File: src/rtl/eb_stream_feeder_pkg.sv
// rtl/eb_stream_feeder_pkg.sv - OpCodes package: EB opcodes, lane geometry, feeder latencies and FSM states
package OpCodes;

  localparam int NSIG          = 15;
  localparam int REGLD_PER_CLK = 4;

  localparam int EB_EXEC_LAT  = 3;
  localparam int EB_STORE_LAT = 1;

  typedef enum logic [3:0] {
    OP_NOP = 4'd0,
    OP_ADD = 4'd1,
    OP_SUB = 4'd2,
    OP_MUL = 4'd3,
    OP_AND = 4'd4,
    OP_OR  = 4'd5,
    OP_XOR = 4'd6,
    OP_MOV = 4'd7
  } opcode;

  typedef enum logic [2:0] {
    IDLE  = 3'd0,
    LOAD  = 3'd1,
    EXEC  = 3'd2,
    DRAIN = 3'd3,
    RESP  = 3'd4
  } eb_feed_state_t;

endpackage

File: src/rtl/eb_stream_feeder_timer.sv
// rtl/eb_stream_feeder_timer.sv - eb_lat_timer: loadable down-counter with zero flag, shared by EXEC and DRAIN
module eb_lat_timer #(
  parameter int W = 2
) (
  input  logic         clk,
  input  logic         rst,
  input  logic         load,
  input  logic [W-1:0] value,
  output logic         zero
);

  logic [W-1:0] count;

  always_ff @(posedge clk or posedge rst) begin
    if (rst) begin
      count <= '0;
    end else if (load) begin
      count <= value;
    end else if (count != '0) begin
      count <= count - W'(1);
    end
  end

  assign zero = (count == '0);

endmodule

File: src/rtl/eb_stream_feeder.sv
// rtl/eb_stream_feeder.sv - one-job-in-flight EB sequencer: stream in, drive EB strobes, stream result out
// Optional perf_jobs/perf_stall counters under EB_STREAM_FEEDER_PERF_EN.
module eb_stream_feeder
  import OpCodes::*;
#(
  parameter int LANES     = REGLD_PER_CLK,
  parameter int NBITS     = NSIG + 1,
  parameter int EXEC_LAT  = EB_EXEC_LAT,
  parameter int STORE_LAT = EB_STORE_LAT
) (
  input  logic             clk,
  input  logic             rst,
  input  logic             in_valid,
  output logic             in_ready,
  input  logic [NBITS-1:0] in_data [LANES],
  input  opcode            in_op,
  output logic             out_valid,
  input  logic             out_ready,
  output logic [NBITS-1:0] out_data [LANES],
  output logic [NBITS-1:0] eb_input [LANES],
  output opcode            eb_op,
  output logic             eb_wr_en,
  output logic             eb_feed_data,
  input  logic [NBITS-1:0] eb_result [LANES]
`ifdef EB_STREAM_FEEDER_PERF_EN
  ,
  output logic [31:0]      perf_jobs,
  output logic [31:0]      perf_stall
`endif
);

  localparam int MAX_LAT = (EXEC_LAT > STORE_LAT) ? EXEC_LAT : STORE_LAT;
  localparam int TW      = $clog2(MAX_LAT + 1);

  eb_feed_state_t state;
  opcode          op_q;
  logic           t_load;
  logic           t_zero;
  logic [TW-1:0]  t_value;

  // The timer is armed for EXEC on the way out of LOAD and re-armed for DRAIN on the last EXEC cycle.
  assign t_load  = (state == LOAD) || ((state == EXEC) && t_zero);
  assign t_value = (state == LOAD) ? TW'(EXEC_LAT - 1) : TW'(STORE_LAT - 1);

  eb_lat_timer #(.W(TW)) u_timer (
    .clk   (clk),
    .rst   (rst),
    .load  (t_load),
    .value (t_value),
    .zero  (t_zero)
  );

  // Strobes decode from registers only, so reset drops them without waiting for a clock.
  assign in_ready     = (state == IDLE) && !rst;
  assign out_valid    = (state == RESP);
  assign eb_feed_data = (state == LOAD);
  assign eb_wr_en     = (state == LOAD) || ((state == EXEC) && t_zero);

  always_ff @(posedge clk or posedge rst) begin
    if (rst) begin
      state    <= IDLE;
      op_q     <= opcode'('0);
      eb_op    <= opcode'('0);
      eb_input <= '{default: '0};
      out_data <= '{default: '0};
    end else begin
      case (state)
        IDLE: begin
          if (in_valid) begin
            eb_input <= in_data;
            op_q     <= in_op;
            state    <= LOAD;
          end
        end
        LOAD: begin
          eb_op <= op_q;
          state <= EXEC;
        end
        EXEC: begin
          if (t_zero) state <= DRAIN;
        end
        DRAIN: begin
          if (t_zero) begin
            out_data <= eb_result;
            state    <= RESP;
          end
        end
        RESP: begin
          if (out_ready) state <= IDLE;
        end
        default: state <= IDLE;
      endcase
    end
  end

`ifdef EB_STREAM_FEEDER_PERF_EN
  always_ff @(posedge clk or posedge rst) begin
    if (rst) begin
      perf_jobs  <= '0;
      perf_stall <= '0;
    end else if (state == RESP) begin
      if (out_ready) perf_jobs  <= perf_jobs + 32'd1;
      else           perf_stall <= perf_stall + 32'd1;
    end
  end
`endif

endmodule

File: config.mk
export PLATFORM = sky130hd
export DESIGN_NAME = eb_stream_feeder
export DESIGN_NICKNAME = d
export VERILOG_FILES = /design/src/rtl/eb_stream_feeder_pkg.sv /design/src/rtl/eb_stream_feeder_timer.sv /design/src/rtl/eb_stream_feeder.sv
export SDC_FILE = /design/constraint.sdc
export NUM_CORES = 1
export LEC_CHECK = 0
export ABC_AREA = 1
export BUFFER_PORTS_ARGS = -buffer_cell sky130_fd_sc_hd__buf_2
export CAP_MARGIN = 20
export CORE_ASPECT_RATIO = 2
export CORE_UTILIZATION = 30
export CTS_BUF_LIST = sky130_fd_sc_hd__clkbuf_8 sky130_fd_sc_hd__clkbuf_16
export DETAILED_ROUTE_END_ITERATION = 10
export SLEW_MARGIN = 20
export SYNTH_ARGS = -nofsm -noshare
export SYNTH_HDL_FRONTEND = slang
export SYNTH_HIERARCHICAL = 1
export SYNTH_SLANG_ARGS = --single-unit
File: constraint.sdc
create_clock -name clk -period 3.7 [get_ports clk]
set_input_delay 0.185 -clock clk [delete_from_list [all_inputs] [get_ports clk]]
set_output_delay 0.185 -clock clk [all_outputs]
set_load 0.02 [all_outputs]
==> flow_summary.json <==
{
  "status": "finished with violations",
  "violations": "design-rule violations",
  "start_util": 0.306,
  "ys_types": 23,
  "placed_cell_area_um2": 7040,
  "grt_pass1_vias": 4976,
  "critPathMaxStageDelay_ps": 460,
  "power.switching_mw": 3.13,
  "firstDrtPassIters": 9,
  "core_um2": 18200,
  "die_x_um": 98.5,
  "power.total_mw": 7.59,
  "synth_top_area_frac": 0.632,
  "rsz0062_at_grt": "false",
  "ant_nets": 0,
  "syn2layout_area_growth_pct": 50.8,
  "drtIter0Drc": 164,
  "hold_viol": 0,
  "period_share": 0.554,
  "clkLatencyLatePin_ps": 410,
  "synth_area_per_cell_um2": 9.06,
  "fin_ws_ps": 1650,
  "viasPerCell": 4.26,
  "slowest_stage": "dfrtp_1",
  "cp.arrival_ps": 1860,
  "worst_setup_path_start_kind": "flop",
  "power.internal_mw": 4.45,
  "powerDensity_nw_per_um2": 901,
  "ios": 272,
  "yosys-top-cells-area": "dfrtp_1, nand2_1, o21ai_0",
  "syn_nets": 753,
  "swShare": 0.413,
  "root_buffer": "clkbuf_16",
  "netlist_instances": 616,
  "grt_overflow_total": 0,
  "maxClockFrequency_mhz": 488,
  "postCtsSetupBuffers": 0,
  "port_buffers": 271,
  "finalSetupTns_ps": 0,
  "finish.utilization": 0.462,
  "end_kind": "output port",
  "final_nets": 1096,
  "cts.sinks": 141,
  "power_frac_seq": 0.355,
  "gp_congestion": 0.809,
  "yosysWarnings": 6,
  "ys_seq_area_frac": 0.632,
  "crit_buf_inv": 2,
  "die_h_um": 195,
  "htreeDepth": 4,
  "finalSetupViolations": 0,
  "num_vias": 5065,
  "dpl.hpwl_mm": 10.8,
  "syn-cell-area_um2": 5580,
  "synth_seq_cells": 141,
  "wl_mm": 15.8,
  "crit_required_ps": 3510,
  "fin_worst_skew_ps": 7.64,
  "worst_slew_pin_slew_ps": 918,
  "grt_pass1_wl_mm": 24.6,
  "numCtsBuffers": 17,
  "path_max_fanout": 11,
  "fillers": 1761,
  "clk_path_buf_depth": 2,
  "fin_area_um2": 8420,
  "drt-wirelength-per-cell_um": 13.3,
  "period_needed_ps": 2050,
  "cap_violations": 0,
  "drc_errors": 16,
  "grt_usage": 0.166,
  "cp_cell_sequence": "inv_2 > nand3_1 > nand2_1 > buf_2",
  "hp-class": "input port to flop",
  "antenna_found_initial": 1,
  "vdd_drop_max_v": 0.000403,
  "design.die.area_um2": 19200,
  "drv_slew": 0,
  "drive_gt1_frac": 0.327,
  "place_ws_ps": 1690,
  "cts_tree": "built",
  "grt_max_degree": 77,
  "p_leak_nw": 4.83,
  "clkTransAtPathRegs_ps": 60,
  "p_clk_frac": 0.233,
  "max_slew_margin": 0.388,
  "worstSetupPathType": "flop to output port",
  "crit_family": "simple AND/OR/NAND/NOR gates",
  "yosys.area.top_type": "dfrtp_1",
  "pwr-share-comb": 0.412,
  "rows": 70
}
## state kept, by name, summed over array words and instances, names as in the netlist
name           flops
eb_input          64
eb_op              4
op_q               4
out_data          64
state              3
u_timer/count      2
## worst register-to-register path: cells and delay by family (launching register included)
kind / cells / cell delay, ps
adder cells (fa/ha/maj): 1 / 270
AND/OR/NAND/NOR: 3 / 220
buffers and inverters: 4 / 1140
flip-flops: 1 / 340
## final cells by class
| cell class | instances | area [um^2] | share of cell area |
|---|---|---|---|
| Multi-Input combinational cell | 365 | 1530 | 0.182 |
| Timing Repair Buffer | 353 | 2160 | 0.257 |
| Clock buffer | 21 | 480 | 0.0571 |
| Clock inverter | 11 | 140 | 0.0166 |
| Inverter | 81 | 308 | 0.0366 |
| Tap cell | 216 | 270 | 0.0321 |
| Sequential cell | 141 | 3530 | 0.419 |
| Antenna cell | 1 | 2.50 | 0.000297 |
## cells in the mapped netlist
library cell  instances
nor2_4                1
nor4_1                1
buf_2                 5
nor2_1                5
nor3_1                1
buf_6                13
nand3b_1              1
o21ai_0              62
nand3_2               1
inv_1                79
nand3_1               9
nand3_4               1
conb_1                1
ha_1                  1
nand4_1               1
clkbuf_1              7
a21oi_1               4
dfrtp_1             141
inv_2                 2
o21ai_1               6
buf_4                 4
nor2_2                2
nand2_1             268
## logic make-up after synthesis
family / share of synthesized area
flip-flops: 0.632
AND/OR/NAND/NOR: 0.205
buffers and inverters: 0.0952
AO/OA/AOI/OAI: 0.0645
other: 0.000672
adder cells (fa/ha/maj): 0.00224
## cell usage in the layout (no fill, tap or decap)
cell           instances
a21oi_1                4
buf_2                271
buf_4                  7
bufinv_16              3
clkbuf_16             17
clkbuf_8               4
clkinv_2               4
clkinv_4               3
clkinvlp_4             1
conb_1                 1
dfrtp_1              141
diode_2                1
dlygate4sd3_1         75
ha_1                   1
inv_1                 78
inv_2                  3
nand2_1              268
nand3_1                9
nand3_2                1
nand3_4                1
nand3b_1               1
nand4_1                1
nor2_1                 5
nor2_2                 1
nor2_4                 2
nor3_1                 1
nor4_1                 1
o21ai_0               62
o21ai_1                6
## power by group through the flow
stage	clock, mW	combinational [mW]	sequential (mW)
detailed placement	0	3.10	2.71
global placement	0	3.05	2.70
floorplan	0	1.16	3.57
CTS	1.83	3.16	2.70
finish	1.77	3.12	2.70
global route	1.89	3.44	2.79
## per-layer routing
layer / part of all wire / GRT usage / vias to the layer above
li1: - / - / 2538
met3: 0.045 / 0.0342 / 28
met4: 0.031 / 0.0835 / 0
met1: 0.38 / 0.175 / 2328
met2: 0.54 / 0.306 / 171
met5: 0 / 0 / -
## repair_timing
| action | 4_1_cts | 5_1_grt |
|---|---|---|
| endpoints found under the hold margin | 76 | 0 |
| hold buffers | 75 | 0 |
| gates resized for setup | 0 | 0 |
## through the flow
step                cells  hold slack (ps)
floorplan             616            -73.8
global placement     1081              102
detailed placement   1081              104
CTS                  1188            0.843
global route         1189             5.30
finish               1189             20.3
## worst paths after layout
check	startpoint	endpoint	slack [ps]	cells after the start
setup / recovery	state[1]$_DFFE_PP0P_	eb_wr_en	1650	4
hold / removal	in_data[55]	eb_input[55]$_DFFE_PP0P_	20	3
setup reg to reg	u_timer/count[0]$_DFFE_PP0P_	out_data[51]$_DFFE_PP0P_	1670	8
hold reg to reg	out_data[61]$_DFFE_PP0P_	out_data[61]$_DFFE_PP0P_	460	2
max in group asynchronous	rst	eb_input[13]$_DFFE_PP0P_	2400	4
min in group asynchronous	rst	u_timer/count[1]$_DFFE_PP0P_	240	3
Note: power is estimated with default switching activity, not from simulation.
